--- src/rtl/count_monitor.sv ---
// -----------------------------------------------------------------------------
// count_monitor
//
// Watches a free-running modulo-M counter and the decode pulse that goes with
// it. The monitor locks onto the counter sequence, checks every qualified
// sample, and reports errors and completed wraps. All outputs are registered.
// A sample taken on clock edge k is reflected on the outputs after edge k+1.
//
// Parameters
//   M          modulus of the observed counter (legal values 0..M-1)
//   N          width of the count bus (2**N >= M)
//   PULSE_VAL  count value at which pulse_in_i is expected high
//
// Ports
//   clk           rising-edge clock
//   reset         asynchronous, active-high reset
//   en_i          sample qualifier; inputs are evaluated only when high
//   count_in_i    observed counter value
//   pulse_in_i    observed decode pulse
//   clr_err_i     synchronous clear of err_count_o / err_sticky_o
//   locked_o      high once a full valid wrap has been seen while tracking
//   err_pulse_o   one-cycle flag: the previous sample was errored
//   err_sticky_o  set by any error, held until clr_err_i or reset
//   err_count_o   saturating (255) count of errored samples
//   wrap_count_o  modulo-256 count of completed wraps (M-1 -> 0) in TRACK
//   state_o       debug view of the FSM state (0 IDLE, 1 SYNC, 2 TRACK)
//   expected_o    debug view of the next expected count value
//
// Handshake: there is no backpressure. en_i acts as a valid strobe for the
// observed bus; every cycle with en_i=1 is one sample and is consumed in that
// cycle. Cycles with en_i=0 freeze all tracking state and counters.
// -----------------------------------------------------------------------------
module count_monitor #(
  parameter int M         = 7,
  parameter int N         = 3,
  parameter int PULSE_VAL = 4
) (
  input  logic         clk,
  input  logic         reset,
  input  logic         en_i,
  input  logic [N-1:0] count_in_i,
  input  logic         pulse_in_i,
  input  logic         clr_err_i,
  output logic         locked_o,
  output logic         err_pulse_o,
  output logic         err_sticky_o,
  output logic [7:0]   err_count_o,
  output logic [7:0]   wrap_count_o,
  output logic [1:0]   state_o,
  output logic [N-1:0] expected_o
);

  // ---------------------------------------------------------------------------
  // Constants, sized to the buses they are compared against
  // ---------------------------------------------------------------------------
  localparam logic [N:0]   M_EXT   = (N+1)'(M);
  localparam logic [N-1:0] LAST    = N'(M - 1);
  localparam logic [N-1:0] PULSE_V = N'(PULSE_VAL);
  localparam logic [N-1:0] ONE     = N'(1);

  typedef enum logic [1:0] {
    IDLE  = 2'd0,
    SYNC  = 2'd1,
    TRACK = 2'd2
  } state_e;

  // ---------------------------------------------------------------------------
  // State
  // ---------------------------------------------------------------------------
  state_e         state_q,      state_d;
  logic [N-1:0]   expected_q,   expected_d;
  logic           prev_zero_q,  prev_zero_d;
  logic           locked_q,     locked_d;
  logic           err_pulse_q,  err_pulse_d;
  logic           err_sticky_q, err_sticky_d;
  logic [7:0]     err_count_q,  err_count_d;
  logic [7:0]     wrap_count_q, wrap_count_d;

  // ---------------------------------------------------------------------------
  // Sample decode
  // ---------------------------------------------------------------------------
  logic         in_range;
  logic         is_zero;
  logic         pulse_bad;
  logic [N-1:0] next_exp;

  assign in_range  = {1'b0, count_in_i} < M_EXT;
  assign is_zero   = (count_in_i == '0);
  assign pulse_bad = pulse_in_i != (count_in_i == PULSE_V);
  // Successor of the current sample in the modulo-M sequence.
  assign next_exp  = (count_in_i == LAST) ? '0 : count_in_i + ONE;

  // ---------------------------------------------------------------------------
  // FSM: state register
  // ---------------------------------------------------------------------------
  always_ff @(posedge clk or posedge reset) begin
    if (reset) begin
      state_q     <= IDLE;
      expected_q  <= '0;
      prev_zero_q <= 1'b0;
      locked_q    <= 1'b0;
    end else begin
      state_q     <= state_d;
      expected_q  <= expected_d;
      prev_zero_q <= prev_zero_d;
      locked_q    <= locked_d;
    end
  end

  // ---------------------------------------------------------------------------
  // FSM: next state, sequence errors and wrap detection
  // ---------------------------------------------------------------------------
  logic seq_err;
  logic pulse_err;
  logic err_any;
  logic wrap_inc;

  always_comb begin
    state_d     = state_q;
    expected_d  = expected_q;
    prev_zero_d = prev_zero_q;
    locked_d    = locked_q;
    seq_err     = 1'b0;
    wrap_inc    = 1'b0;

    if (en_i) begin
      // Remembers whether the most recent sample was 0, so that a repeated 0
      // in TRACK is treated as a re-anchor rather than a mismatch.
      prev_zero_d = is_zero;

      case (state_q)
        IDLE: begin
          if (!in_range) begin
            seq_err = 1'b1;
            state_d = SYNC;
          end else if (is_zero) begin
            state_d    = TRACK;
            expected_d = ONE;
          end else begin
            state_d = SYNC;
          end
        end

        SYNC: begin
          if (!in_range) begin
            seq_err = 1'b1;
          end else if (is_zero) begin
            state_d    = TRACK;
            expected_d = ONE;
            locked_d   = 1'b0;
          end
        end

        TRACK: begin
          if (!in_range) begin
            seq_err  = 1'b1;
            locked_d = 1'b0;
            state_d  = SYNC;
          end else if (count_in_i == expected_q) begin
            expected_d = next_exp;
            // A matching 0 can only follow a matching M-1: that is a wrap.
            if (is_zero) begin
              wrap_inc = 1'b1;
              locked_d = 1'b1;
            end
          end else if (is_zero) begin
            // Unexpected 0: re-anchor in place. Back-to-back zeros are
            // harmless; a 0 out of the blue is an error and drops lock.
            expected_d = ONE;
            if (!prev_zero_q) begin
              seq_err  = 1'b1;
              locked_d = 1'b0;
            end
          end else begin
            seq_err  = 1'b1;
            locked_d = 1'b0;
            state_d  = SYNC;
          end
        end

        default: begin
          state_d = IDLE;
        end
      endcase
    end
  end

  // Pulse consistency is checked once the monitor is engaged; it never
  // changes the tracking state. Any mix of causes counts as one error.
  assign pulse_err = en_i && (state_q != IDLE) && pulse_bad;
  assign err_any   = seq_err || pulse_err;

  // ---------------------------------------------------------------------------
  // Error and wrap bookkeeping
  // ---------------------------------------------------------------------------
  logic [7:0] err_count_base;
  logic       err_sticky_base;

  always_comb begin
    // Clear is applied first so a clear coinciding with an error leaves the
    // new error recorded.
    err_count_base  = clr_err_i ? 8'd0 : err_count_q;
    err_sticky_base = clr_err_i ? 1'b0 : err_sticky_q;

    err_count_d = err_count_base;
    if (err_any && (err_count_base != 8'hFF)) begin
      err_count_d = err_count_base + 8'd1;
    end

    err_sticky_d = err_sticky_base | err_any;
    err_pulse_d  = err_any;
    wrap_count_d = wrap_inc ? wrap_count_q + 8'd1 : wrap_count_q;
  end

  always_ff @(posedge clk or posedge reset) begin
    if (reset) begin
      err_pulse_q  <= 1'b0;
      err_sticky_q <= 1'b0;
      err_count_q  <= 8'd0;
      wrap_count_q <= 8'd0;
    end else begin
      err_pulse_q  <= err_pulse_d;
      err_sticky_q <= err_sticky_d;
      err_count_q  <= err_count_d;
      wrap_count_q <= wrap_count_d;
    end
  end

  // ---------------------------------------------------------------------------
  // Outputs
  // ---------------------------------------------------------------------------
  assign locked_o     = locked_q;
  assign err_pulse_o  = err_pulse_q;
  assign err_sticky_o = err_sticky_q;
  assign err_count_o  = err_count_q;
  assign wrap_count_o = wrap_count_q;
  assign state_o      = state_q;
  assign expected_o   = expected_q;

endmodule

--- config.mk ---
export PLATFORM = sky130hd
export DESIGN_NAME = count_monitor
export DESIGN_NICKNAME = d
export VERILOG_FILES = /design/src/rtl/count_monitor.sv
export SDC_FILE = /design/constraint.sdc
export NUM_CORES = 1
export LEC_CHECK = 0
export BUFFER_PORTS_ARGS = -buffer_cell sky130_fd_sc_hd__buf_2
export CAP_MARGIN = 20
export CELL_PAD_IN_SITES_DETAIL_PLACEMENT = 0
export CELL_PAD_IN_SITES_GLOBAL_PLACEMENT = 1
export CORE_MARGIN = 2
export CORE_UTILIZATION = 38
export CTS_CLUSTER_DIAMETER = 100
export CTS_CLUSTER_SIZE = 24
export DETAILED_ROUTE_END_ITERATION = 16
export GPL_TIMING_DRIVEN = 0
export HOLD_SLACK_MARGIN = 0.02
export PLACE_DENSITY_LB_ADDON = 0.1
export SETUP_SLACK_MARGIN = 0.4
export SYNTH_ARGS = -nofsm -noshare
export SYNTH_HDL_FRONTEND = slang
export SYNTH_SLANG_ARGS = --single-unit
--- constraint.sdc ---
create_clock -name clk -period 4.49 [get_ports clk]
set_input_delay 0.6735 -clock clk [delete_from_list [all_inputs] [get_ports clk]]
set_output_delay 0.6735 -clock clk [all_outputs]
set_load 0.05 [all_outputs]
After elaboration in Yosys (flattened, before gate mapping). Cells that the tools add are included.

Register bits after elaboration: 25.

Eq/ne operators: 15. Magnitude comparators: 1. Multiplexer cells: 37. Reductions and logical operators: 13. Bitwise gates (word level): 1. Add/sub/neg operators: 3.

Operator list (number): 1-bit two-way mux (19); 8-bit by 1-bit adder with 8-bit output, second input constant (2); 8-bit two-way mux (2); 3-bit two-way mux (5); 2-bit two-way mux (7); 8-bit inequality test, second input constant (1); 3-bit equality test, second input constant (2); 2-bit inequality test, second input constant (3); 3-bit inequality test, second input constant (2); 2-bit case mux with 3 select lines (1); 3-bit case mux with 2 select lines (1); 6-bit AND reduction (1); 2-bit nonzero test (3); 5-bit inequality test, second input constant (1); 5-bit AND reduction (1); 4-bit inequality test, second input constant (1); 1-bit case mux with 2 select lines (2); 4-bit AND reduction (1); 3-bit by 1-bit adder with 3-bit output, second input constant (1); 3-bit equality test (1); 1-bit logical AND (3); 3-bit zero test (1); 3-bit less-than comparator, second input constant (1); 2-bit by 1-bit equality test with 1-bit output, second input constant (1); 7 further kinds (7).

Depth between registers and ports, before layout.
Word-level depth: 9. Mapped depth: 9.

Least setup slack after synthesis. No wires, ideal clock.

Kind: register to register. From: register state_q[0], in the netlist state_o[0]. To: register err_count_q[1], in the netlist err_count_o[1]. Required time: 4362 ps. Setup time: 128 ps. Buffers on the path: 1. Setup slack: 2184 ps. Arrival time: 2178 ps. Stages on the path, launching flop included: 9. Cell sequence: dfrtp_1 -> inv_1 -> ha_1 -> nor3_1 -> or3_1 -> o211a_1 -> buf_6 -> nor2_1 -> mux2_1.

Longest elaborated chain between the ends: 7. Elaborated cells between the ends (all ways): 12. Those cells by class: eq/ne (2); mux (3); reduce/logical (7).

Ends and longest elaborated chain: start, declared (RTL line 70) `state_e state_q, state_d;`; start signal, assigned (RTL line 103) `state_q <= state_d;`; 2-bit by 1-bit equality test with 1-bit output or 2-bit zero test (tied branches) (RTL line 131) `case (state_q)`; 2-bit OR reduction (no source line); 1-bit case mux with 2 select lines (RTL line 131); 1-bit two-way mux (RTL line 126) `if (en_i) begin`; 1-bit logical OR * (RTL line 191) `assign err_any = seq_err || pulse_err;`; 1-bit logical AND * (RTL line 206) `if (err_any && (err_count_base != 8'hFF)) begin`; 8-bit two-way mux * (RTL line 206); named net err_count_d[1] (RTL line 76) `logic [7:0] err_count_q, err_count_d;`; end signal, assigned (RTL line 224) `err_count_q <= err_count_d;`; end, declared (RTL line 76).

Mark *: on every way through the listed nets, which the timed path passes. The rest lies on a longest branch. A chain may end at the register's enable or synchronous reset.

Worst setup path in the final report.
From: register state_q[0], in the netlist state_o[0]. To: register err_count_q[7], in the netlist err_count_o[7].

Same word-level chain as after synthesis.

==> impl_metrics.py <==
metrics = {
    "sta": {
        "timing.final.hold_violations": 0,
        "tns_ns": 0,
        "clock_tree_skew_after_final_layout_ns": 0.00267,
        "slew_violations": 0,
        "worst_slew_margin_rel_pct": 36.9,
        "finalCritPeriodShare_pct": 51.5,
        "setup_violations": 0,
        "grt_setup_unrepaired": "false",
        "max_clock_freq_mhz": 433,
        "timing.final.crit_period_ns": 2.31,
        "transition_at_the_pin_with_the_smallest_max_transition_slack_ns": 0.945,
    },
    "critical_path": {
        "timing.critical_path.buf_inv": 2,
        "kind_of_critical_path": "register to register",
        "slowest_stage_cell_on_the_critical_path": "sky130_fd_sc_hd__dfrtp_1",
        "timing.critical_path.fanout_max": 10,
        "crit_family": "simple AND/OR/NAND/NOR gates",
        "cp_slowest_stage_delay_ns": 0.43,
        "timing.critical_path.mode_cell": "sky130_fd_sc_hd__nor3_1",
        "worst-endpoint-required_ns": 4.63,
        "critPathLaunchType": "register",
        "cp_cell_sequence": "inv_1, ha_1, nor3_1, or3_1, o211a_1, buf_6, nor3_1, mux2i_1, nor2_1",
        "critical_path.endpoint_type": "register",
        "cp_arrival_ns": 2.45,
        "crit_startpoint": "state_o[0]$_DFFE_PP0P_",
        "worst_r2r_startpoint": "state_o[0]$_DFFE_PP0P_",
    },
    "synthesis": {
        "synth-async-reset-ratio_pct": 100,
        "synth_edf_count": 0,
        "postSynthCellCount": 159,
        "ys.flop_type": "sky130_fd_sc_hd__dfrtp_1",
        "synthTopCellsByArea": "sky130_fd_sc_hd__dfrtp_1 (40%), sky130_fd_sc_hd__ha_1 (4.8%), sky130_fd_sc_hd__xnor2_1 (3.9%)",
        "yosys.cell_count.top_type": "sky130_fd_sc_hd__dfrtp_1",
        "synth_top_area_share_pct": 39.8,
        "syn-cell-area_sq_um": 1570,
        "avgSynthCellArea_sq_um": 9.89,
        "synth_nets": 173,
        "synth-seq-area-share_pct": 39.8,
        "synth.cells.most_frequent": "sky130_fd_sc_hd__dfrtp_1 (25), sky130_fd_sc_hd__nand2_1 (11), sky130_fd_sc_hd__inv_1 (9)",
        "synth-seq-cells": 25,
        "synth.yosys.warnings": 0,
        "synthDistinctLibCells": 50,
        "netlist.top_cell.by_area": "sky130_fd_sc_hd__dfrtp_1",
    },
    "clock_network": {
        "cts-resized-gates": 0,
        "cts_made_buffers": 3,
        "clock_tree.buffer_depth": 2,
        "clock-sinks": 25,
        "cts_hold_buffers": 0,
        "htree_levels": 1,
        "cts_tree": "yes",
        "cts_setup_buffers": 0,
        "worst_skew_pair.late_latency_ns": 0.27,
        "cts.clk_slew.worst_paths_ns": 0.09,
        "cts.root.buffer_cell": "sky130_fd_sc_hd__clkbuf_8",
    },
    "global_routing": {
        "vias_in_the_first_global_route": 1246,
        "overflow": 0,
        "grt_pass1_wl_um": 5790,
        "grt_max_degree": 26,
        "globalRouteTotalUtil_pct": 16.3,
        "antenna_found_initial": 0,
    },
    "pwr": {
        "internal_power_uw": 446,
        "flop_pwr_share_pct": 36.9,
        "ir_drop_mv": 0.248,
        "clockPowerShare_pct": 16.2,
        "cellPowerDensity_nw_per_um2": 454,
        "power_switching_uw": 383,
        "total_power_uw": 830,
        "power_frac_comb_pct": 46.9,
        "total_leakage_power_uw": 0.000835,
        "power_switching_share_pct": 46.2,
    },
    "floorplan": {
        "die_y_um": 68.3,
        "fp.coreArea_sq_um": 4000,
        "floorplan.die.width_um": 68.3,
        "starting_density_pct": 39.3,
        "die_area_sq_um": 4670,
        "num_io_pins": 32,
        "rows": 23,
    },
    "place": {
        "gp_congestion": 0.829,
        "io_buffer_count": 29,
        "dpl.cell_count": 238,
        "dp_hpwl_um": 2550,
    },
    "run_status": {
        "status": "completed",
    },
    "layout": {
        "multiInputGateArea_sq_um": 860,
        "instances_no_fill": 242,
        "design.final.nets": 207,
        "postLayoutCoreUtil_pct": 45.6,
        "seqCellArea_sq_um": 626,
        "layout-area-overhead-vs-synth_pct": 16.1,
        "drive_gt1_share_pct": 25.0,
        "antenna_cells": 0,
        "layout.filler_cells": 416,
    },
    "hold_path": {
        "path_type_of_the_worst_min_delay_path": "register to register",
        "hold_start": "wrap_count_o[7]$_DFFE_PP0P_",
    },
    "detailed_routing": {
        "firstDrtPassIters": 4,
        "totalWireLength_um": 3450,
        "drc": 0,
        "routed_via_density": 5.44,
        "vias": 1316,
        "routed_wire_length_per_instance_um": 14.3,
        "final_antenna_net_count": 0,
        "first_iter_violations": 61,
    },
    "run": {
        "max-cap-violations": 0,
    },
}
worst paths after layout:
check	endpoint	slack, ns	depth (start not counted)
setup / recovery	err_count_o[7]$_DFF_PP0_	2.18	9
min in group asynchronous	wrap_count_o[1]$_DFFE_PP0P_	0.61	2
max in group asynchronous	wrap_count_o[5]$_DFFE_PP0P_	3.31	2
hold reg to reg	wrap_count_o[7]$_DFFE_PP0P_	0.47	1
hold / removal	wrap_count_o[7]$_DFFE_PP0P_	0.47	1
setup reg to reg	err_count_o[7]$_DFF_PP0_	2.18	9
area by class of cell:
type	instances	share of cell area, %
Multi-Input combinational cell	119	47.1
Timing Repair Buffer	29	7.95
Sequential cell	25	34.3
Clock buffer	4	2.47
Inverter	9	1.85
Buffer	6	2.95
Tap cell	50	3.43
power groups by stage:
stage	combinational, uW	sequential (uW)	clock (uW)
floorplan	182	430	0
global placement	390	307	0
detailed placement	392	309	0
CTS	393	306	140
global route	424	313	148
finish	389	306	134
per-stage QoR:
stage / setup WS [ns] / hold slack, ns / area [sq um]
after floorplan: 2.18 / 0.530 / 1570
after global placement: 2.00 / 0.455 / 1780
after detailed placement: 1.99 / 0.455 / 1780
after CTS: 2.17 / 0.475 / 1830
after global routing: 2.04 / 0.493 / 1830
final: 2.18 / 0.473 / 1830
flip-flops by register name, indices dropped and copies added (netlist names):
name	cells
err_count_o	8
err_pulse_o	1
err_sticky_o	1
expected_o	3
locked_o	1
prev_zero_q	1
state_o	2
wrap_count_o	8
cells in the final DEF (no fill, tap or decap), types with 3 or more instances in the layout:
master,Yosys,routed
sky130_fd_sc_hd__nand2_1,11,11
sky130_fd_sc_hd__nor4_1,3,3
sky130_fd_sc_hd__or3_1,3,3
sky130_fd_sc_hd__nand3_1,7,7
sky130_fd_sc_hd__nand4_1,8,8
sky130_fd_sc_hd__dfrtp_1,25,25
sky130_fd_sc_hd__nand2b_1,3,3
sky130_fd_sc_hd__xor2_1,5,5
sky130_fd_sc_hd__o21ai_0,6,6
sky130_fd_sc_hd__xnor2_1,7,7
sky130_fd_sc_hd__nor2b_1,5,5
sky130_fd_sc_hd__a21oi_1,4,4
sky130_fd_sc_hd__nor3_1,4,4
sky130_fd_sc_hd__buf_6,4,4
sky130_fd_sc_hd__clkbuf_8,0,3
sky130_fd_sc_hd__inv_1,9,9
sky130_fd_sc_hd__ha_1,6,6
sky130_fd_sc_hd__mux2_2,3,3
sky130_fd_sc_hd__buf_2,1,30
sky130_fd_sc_hd__nor2_1,8,8
worst reg2reg max path, delay by kind of cell (launching register included):
kind,cells,cell delay (ns)
adder cells (fa/ha/maj),1,0.30
flip-flops,1,0.43
AO/OA/AOI/OAI,1,0.17
buffers and inverters,2,0.31
AND/OR/NAND/NOR,4,0.75
multiplexers,1,0.23
per-layer routing:
layer  track usage [%]  routed length (um)  share of wire [%]
met1              22.0                1660                 48
met2              27.2                1690                 49
met3              1.97                  80                2.3
met4              5.25                  25               0.72
met5                 0                   0                  0
cell families after synthesis:
logic type	count (synthesis)	share of synthesized area (%)
AO/OA/AOI/OAI	28	13.0
XOR/XNOR	12	6.68
adder cells (fa/ha/maj)	7	5.41
buffers and inverters	15	5.57
flip-flops	25	39.8
multiplexers	6	4.14
AND/OR/NAND/NOR	66	25.4
No activity file was read; power rests on OpenSTA's default activity.
